$ cat src/rtl/gcd_cpu_pkg.sv
// Shared types and constants for the GCD processor: FSM states, memory geometry and
// the fixed data-memory addresses used by the host and the sequencer.
package gcd_cpu_pkg;

  localparam int unsigned DM_DEPTH = 128;
  localparam int unsigned ADDR_W   = 7;

  localparam logic [ADDR_W-1:0] ADDR_A   = 7'd0;
  localparam logic [ADDR_W-1:0] ADDR_B   = 7'd1;
  localparam logic [ADDR_W-1:0] ADDR_RES = 7'd2;

  typedef enum logic [1:0] {
    StIdle,
    StLoad,
    StCompute,
    StStore
  } state_e;

endpackage

$ cat src/rtl/gcd_cpu_if.sv
// Host-side bus of the GCD processor: operand load, run request, busy flag and
// the two combinational memory read paths.
interface gcd_cpu_if;

  logic [31:0] hdin1;
  logic [31:0] hdin2;
  logic        wen;
  logic        start;
  logic [31:0] haddr;
  logic        bsy;
  logic [31:0] dout;
  logic [31:0] gcd_answer;

  modport master (
    output hdin1,
    output hdin2,
    output wen,
    output start,
    output haddr,
    input  bsy,
    input  dout,
    input  gcd_answer
  );

  modport slave (
    input  hdin1,
    input  hdin2,
    input  wen,
    input  start,
    input  haddr,
    output bsy,
    output dout,
    output gcd_answer
  );

endinterface

$ cat src/rtl/gcd_dmem.sv
// 128x32 data memory with synchronous clear, a host operand write path into words 0/1,
// a sequencer result write into word 2 and asynchronous reads.
module gcd_dmem
  import gcd_cpu_pkg::*;
(
  input  logic              CLK_1M,
  input  logic              rst,
  input  logic              host_we,
  input  logic [31:0]       host_wdata_a,
  input  logic [31:0]       host_wdata_b,
  input  logic              res_we,
  input  logic [31:0]       res_wdata,
  input  logic [ADDR_W-1:0] raddr,
  output logic [31:0]       rdata,
  output logic [31:0]       res_rdata,
  output logic [31:0]       op_a,
  output logic [31:0]       op_b
);

  logic [31:0] mem_q [DM_DEPTH];

  // host_we and res_we are never high together: one is IDLE-only, the other STORE-only.
  always_ff @(posedge CLK_1M) begin
    if (rst) begin
      mem_q <= '{default: '0};
    end else begin
      if (host_we) begin
        mem_q[ADDR_A] <= host_wdata_a;
        mem_q[ADDR_B] <= host_wdata_b;
      end
      if (res_we) begin
        mem_q[ADDR_RES] <= res_wdata;
      end
    end
  end

  assign rdata     = mem_q[raddr];
  assign res_rdata = mem_q[ADDR_RES];
  assign op_a      = mem_q[ADDR_A];
  assign op_b      = mem_q[ADDR_B];

endmodule

$ cat src/rtl/gcd_cpu.sv
// Sequenced subtractive-Euclid GCD engine: loads operands from DM[0]/DM[1], iterates one
// compare/subtract per cycle and writes the result to DM[2].
module gcd_cpu
  import gcd_cpu_pkg::*;
(
  input  logic      CLK_1M,
  input  logic      rst,
  gcd_cpu_if.slave  bus
);

  state_e      state_q;
  logic [31:0] a_q;
  logic [31:0] b_q;
  logic [31:0] result_q;
  logic        bsy_q;
  logic        res_we_q;

  logic        host_we;
  logic [31:0] op_a;
  logic [31:0] op_b;
  logic [31:0] rdata;
  logic [31:0] res_rdata;

  // Host writes land on the same edge that leaves IDLE, so LOAD sees fresh operands.
  assign host_we = bus.wen && (state_q == StIdle);

  gcd_dmem u_dmem (
    .CLK_1M       (CLK_1M),
    .rst          (rst),
    .host_we      (host_we),
    .host_wdata_a (bus.hdin1),
    .host_wdata_b (bus.hdin2),
    .res_we       (res_we_q),
    .res_wdata    (result_q),
    .raddr        (bus.haddr[ADDR_W-1:0]),
    .rdata        (rdata),
    .res_rdata    (res_rdata),
    .op_a         (op_a),
    .op_b         (op_b)
  );

  always_ff @(posedge CLK_1M) begin
    if (rst) begin
      state_q  <= StIdle;
      bsy_q    <= 1'b0;
      a_q      <= '0;
      b_q      <= '0;
      result_q <= '0;
      res_we_q <= 1'b0;
    end else begin
      res_we_q <= 1'b0;
      unique case (state_q)
        StIdle: begin
          if (bus.start) begin
            state_q <= StLoad;
            bsy_q   <= 1'b1;
          end
        end
        StLoad: begin
          a_q     <= op_a;
          b_q     <= op_b;
          state_q <= StCompute;
        end
        StCompute: begin
          if (b_q == '0) begin
            result_q <= a_q;
            res_we_q <= 1'b1;
            state_q  <= StStore;
          end else if (a_q == '0) begin
            result_q <= b_q;
            res_we_q <= 1'b1;
            state_q  <= StStore;
          end else if (a_q == b_q) begin
            result_q <= a_q;
            res_we_q <= 1'b1;
            state_q  <= StStore;
          end else if (a_q > b_q) begin
            a_q <= a_q - b_q;
          end else begin
            b_q <= b_q - a_q;
          end
        end
        StStore: begin
          state_q <= StIdle;
          bsy_q   <= 1'b0;
        end
        default: begin
          state_q <= StIdle;
          bsy_q   <= 1'b0;
        end
      endcase
    end
  end

  assign bus.bsy        = bsy_q;
  assign bus.dout       = rdata;
  assign bus.gcd_answer = res_rdata;

endmodule

$ cat src/flat_wrapper.sv
// flat-port wrapper written by rule: the top's interface ports become plain ports
module gcd_cpu_flat import gcd_cpu_pkg::*;
  (CLK_1M, rst, bus_hdin1, bus_hdin2, bus_wen, bus_start, bus_haddr, bus_bsy, bus_dout, bus_gcd_answer);
  gcd_cpu_if bus_i ();
  input  logic CLK_1M;
  input  logic rst;
  input wire logic [$bits(bus_i.hdin1)-1:0] bus_hdin1;
  input wire logic [$bits(bus_i.hdin2)-1:0] bus_hdin2;
  input wire logic [$bits(bus_i.wen)-1:0] bus_wen;
  input wire logic [$bits(bus_i.start)-1:0] bus_start;
  input wire logic [$bits(bus_i.haddr)-1:0] bus_haddr;
  output wire logic [$bits(bus_i.bsy)-1:0] bus_bsy;
  output wire logic [$bits(bus_i.dout)-1:0] bus_dout;
  output wire logic [$bits(bus_i.gcd_answer)-1:0] bus_gcd_answer;
  assign bus_i.hdin1 = bus_hdin1;
  assign bus_i.hdin2 = bus_hdin2;
  assign bus_i.wen = bus_wen;
  assign bus_i.start = bus_start;
  assign bus_i.haddr = bus_haddr;
  assign bus_bsy = bus_i.bsy;
  assign bus_dout = bus_i.dout;
  assign bus_gcd_answer = bus_i.gcd_answer;
  gcd_cpu u_core (.CLK_1M(CLK_1M), .rst(rst), .bus(bus_i));
endmodule
$ cat config.mk
export PLATFORM = sky130hd
export DESIGN_NAME = gcd_cpu_flat
export DESIGN_NICKNAME = d
export VERILOG_FILES = /design/src/rtl/gcd_cpu_pkg.sv /design/src/rtl/gcd_cpu_if.sv /design/src/rtl/gcd_dmem.sv /design/src/rtl/gcd_cpu.sv /design/src/flat_wrapper.sv
export SDC_FILE = /design/constraint.sdc
export NUM_CORES = 1
export LEC_CHECK = 0
export ABC_AREA = 0
export CORE_AREA = 2 2 146 148
export CTS_CLUSTER_DIAMETER = 30
export DETAILED_ROUTE_END_ITERATION = 10
export DIE_AREA = 0 0 148 150
export PLACE_DENSITY = 0.91
export SLEW_MARGIN = 20
export SYNTH_ARGS = -nofsm -noshare
export SYNTH_HDL_FRONTEND = slang
export SYNTH_SLANG_ARGS = --single-unit
$ cat constraint.sdc
create_clock -name CLK_1M -period 7.75 [get_ports CLK_1M]
set_input_delay 1.55 -clock CLK_1M [delete_from_list [all_inputs] [get_ports CLK_1M]]
set_output_delay 1.55 -clock CLK_1M [all_outputs]
set_load 0.02 [all_outputs]
==> results.sh <==
export IMPL_status="finished clean"
export IMPL_multiInputGateArea_mm2=0.00761
export IMPL_ys_async_sr_fraction_pct=0
export IMPL_drive_above_1_share_pct=5.03
export IMPL_initial_utilization_pct=59.6
export IMPL_setup_violations=0
export IMPL_hp_start="u_core.u_dmem.op_a[18]"
export IMPL_h_tree_depth=4
export IMPL_arrival_ns=3.98
export IMPL_cts_buffers=17
export IMPL_die_x_um=148
export IMPL_rsz0062_at_grt="no"
export IMPL_rr_endpoint="u_core.b_q[30]"
export IMPL_syn_nets=1774
export IMPL_end_kind="output port"
export IMPL_rrSetupSlack_ns=3.80
export IMPL_cts_resized_gates=0
export IMPL_synthesis_instances=1606
export IMPL_leakage_nw=5.21
export IMPL_max_slew_margin_rel_pct=26.8
export IMPL_dieArea_mm2=0.0222
export IMPL_antenna_left=0
export IMPL_synth_cell_type_count=74
export IMPL_synth_area_leaders="dfxtp_1 32%, a21oi_1 8.4%, mux2i_1 8.0%"
export IMPL_grt_max_degree=102
export IMPL_antenna_found_initial=0
export IMPL_period_share_pct=71.3
export IMPL_drv_slew=0
export IMPL_hpwl_um=28700
export IMPL_fin_worst_skew_ns=0.0218
export IMPL_nNetsFinal=1826
export IMPL_timing_max_cap_violations=0
export IMPL_fmax_mhz=181
export IMPL_synth_warning_count=0
export IMPL_drt_first_pass_iters=6
export IMPL_fillers=1697
export IMPL_grt_pass1_wl_um=63600
export IMPL_wl_per_cell_um=21.0
export IMPL_hold_viol=0
export IMPL_clock_sinks=196
export IMPL_ir_worst_vdd_uv=363
export IMPL_ys_flop_type="dfxtp_1"
export IMPL_synth_area_leader_cell="dfxtp_1"
export IMPL_num_antenna_cells=0
export IMPL_powerDensity_mw_per_mm2=455
export IMPL_cp_max_fo=21
export IMPL_regArea_mm2=0.00393
export IMPL_clk_latency_ns=0.46
export IMPL_clkTransAtPathRegs_ns=0.07
export IMPL_hp_class="flip-flop to flip-flop"
export IMPL_grt_pass1_vias=11600
export IMPL_dr_first_iter_drc_count=1159
export IMPL_whs_path_depth=2
export IMPL_ys_ff_latch=196
export IMPL_synth_edf_count=0
export IMPL_postCtsSetupBuffers=0
export IMPL_critPathRequiredTime_ns=6.20
export IMPL_startpoint_type="input port"
export IMPL_tightestPinTransition_ns=1.07
export IMPL_r2r_start="u_core.b_q[4]"
export IMPL_drc=0
export IMPL_syn2layout_area_growth_pct=15.8
export IMPL_vias=12300
export IMPL_syn_area_mm2=0.0123
export IMPL_numPortBuffers=139
export IMPL_clockBufferDepth=2
export IMPL_ctsHoldBuffers=0
export IMPL_final_period_minus_worst_setup_slack_ns=5.53
export IMPL_path_class="input port to output port"
export IMPL_gp_congestion=0.997
export IMPL_coreArea_mm2=0.0207
export IMPL_fin_util_pct=69.0
export IMPL_seq_area_frac_synth_pct=31.8
export IMPL_num_rows=53
export IMPL_root_buffer="clkbuf_16"
export IMPL_r2r_cells=10
export IMPL_min_to="u_core.u_dmem.op_a[18]"
export IMPL_wirelength_um=40800
export IMPL_viasPerCell=6.32
export IMPL_grt_overflow_total=0
export IMPL_grt_util_all_layers_pct=36.4
export IMPL_synth_avg_cell_area_um2=7.67
export IMPL_cts_tree="yes"
export IMPL_fp_dieH_um=150
export IMPL_ios=165
export IMPL_setup_tns_ns=0
export IMPL_synthDominantCellAreaShare_pct=31.8
-- worst max-delay path, cell delays in order --
cell and delay, ns:
clkdlybuf4s50_1 0.48, nor2b_4 0.69, buf_4 0.33, a21oi_1 0.09, nor2_1 0.14, clkdlybuf4s50_1 0.68
-- Yosys cell counts, types with 3 or more instances --
master,n
a211o_1,3
a221o_1,3
clkbuf_1,67
a311oi_2,3
nor4_1,17
a211oi_1,73
nand3_1,13
buf_2,33
o22ai_1,3
nor3_1,15
xor2_1,20
dfxtp_1,196
mux2i_1,99
nand2b_1,9
a21o_1,19
o21ai_0,46
nor2b_1,10
inv_1,80
a221oi_1,11
o41a_1,3
buf_4,5
o21a_1,7
o211ai_1,9
a31oi_1,10
and3_1,6
xnor2_1,33
a311oi_1,3
a21oi_2,4
a222oi_1,3
nand4_1,19
or3_1,5
o2111ai_1,3
o21bai_1,8
buf_1,12
ha_1,66
a21oi_1,206
nand2_1,189
nor2_1,237
a211oi_2,8
and4_1,5
o31ai_1,4
-- area by class of cell --
type | instances | share of cell area [%]
clock buffer | 18 | 3.08
clock inverter | 14 | 1.11
inverter | 81 | 2.13
multi-input combinational | 1210 | 53.4
sequential | 196 | 27.5
tap | 275 | 2.41
timing repair buffer | 152 | 10.4
-- cell families (layout without fill, tap and decap cells) --
kind of cell	count (synthesis)	count (layout)	share of synthesized area (%)
DFF	196	196	31.8
AOI/OAI and AO/OA	453	453	24.0
buffers and inverters	200	265	6.70
adders and majority gates	68	68	7.02
and+or+nand+nor	536	536	18.5
muxes	100	100	8.13
xor gates and xnor gates	53	53	3.77
-- per-layer routing --
metal	up-vias	GRT usage [%]	share of wire, %
met5	-	0	0
met4	0	17.3	4.4
met3	126	5.70	7.2
met2	605	59.9	48
met1	5847	46.9	41
li1	5723	-	-
-- sequential cells by signal, indices dropped and copies added, names as in the netlist, 2 cells and up --
register / cells
u_core.a_q: 32
u_core.b_q: 32
u_core.result_q: 32
u_core.u_dmem.op_a: 32
u_core.u_dmem.op_b: 32
u_core.u_dmem.res_rdata: 32
u_core.state_q: 2
-- placed cells by master (no fill, tap or decap), types with 19 or more instances in the layout --
cell type        Yosys  routed
nor2_1             237     237
a21oi_1            206     206
dfxtp_1            196     195
nand2_1            189     188
clkdlybuf4s50_1      0     137
mux2i_1             99      99
inv_1               80      80
a211oi_1            73      73
ha_1                66      65
o21ai_0             46      46
xnor2_1             33      33
xor2_1              20      20
nand4_1             19      19
a21o_1              19      19
-- power by group --
part / internal, mW / total [mW] / switching (mW)
clock: 0.442 / 0.917 / 0.476
sequential: 1.20 / 1.42 / 0.228
combinational: 1.46 / 4.15 / 2.68
-- per-stage QoR --
stage          hold slack, ns  setup WS, ns  std cells  area [um^2]  power (mW)
2_1_floorplan           0.446          3.40       1606        12300        4.42
3_3_place_gp            0.457          1.99       1914        13700        5.35
3_5_place_dp            0.462          2.34       1914        13700        5.41
4_1_cts                 0.473          2.27       1946        14300        6.35
5_1_grt                 0.497          2.20       1946        14300        6.87
6_report                0.475          2.22       1946        14300        6.49
-- how the worst max path moves through the flow --
| stage | start | to | cells after the start |
|---|---|---|---|
| 2_1_floorplan | bus_haddr[1] | bus_dout[10] | 6 |
| 4_1_cts | bus_haddr[0] | bus_dout[28] | 6 |
| 3_3_place_gp | bus_haddr[0] | bus_dout[25] | 6 |
| 5_1_grt | bus_haddr[0] | bus_dout[28] | 6 |
| 6_report | bus_haddr[0] | bus_dout[28] | 6 |
| 3_5_place_dp | bus_haddr[0] | bus_dout[28] | 6 |
(Power assumes the default switching activity.)
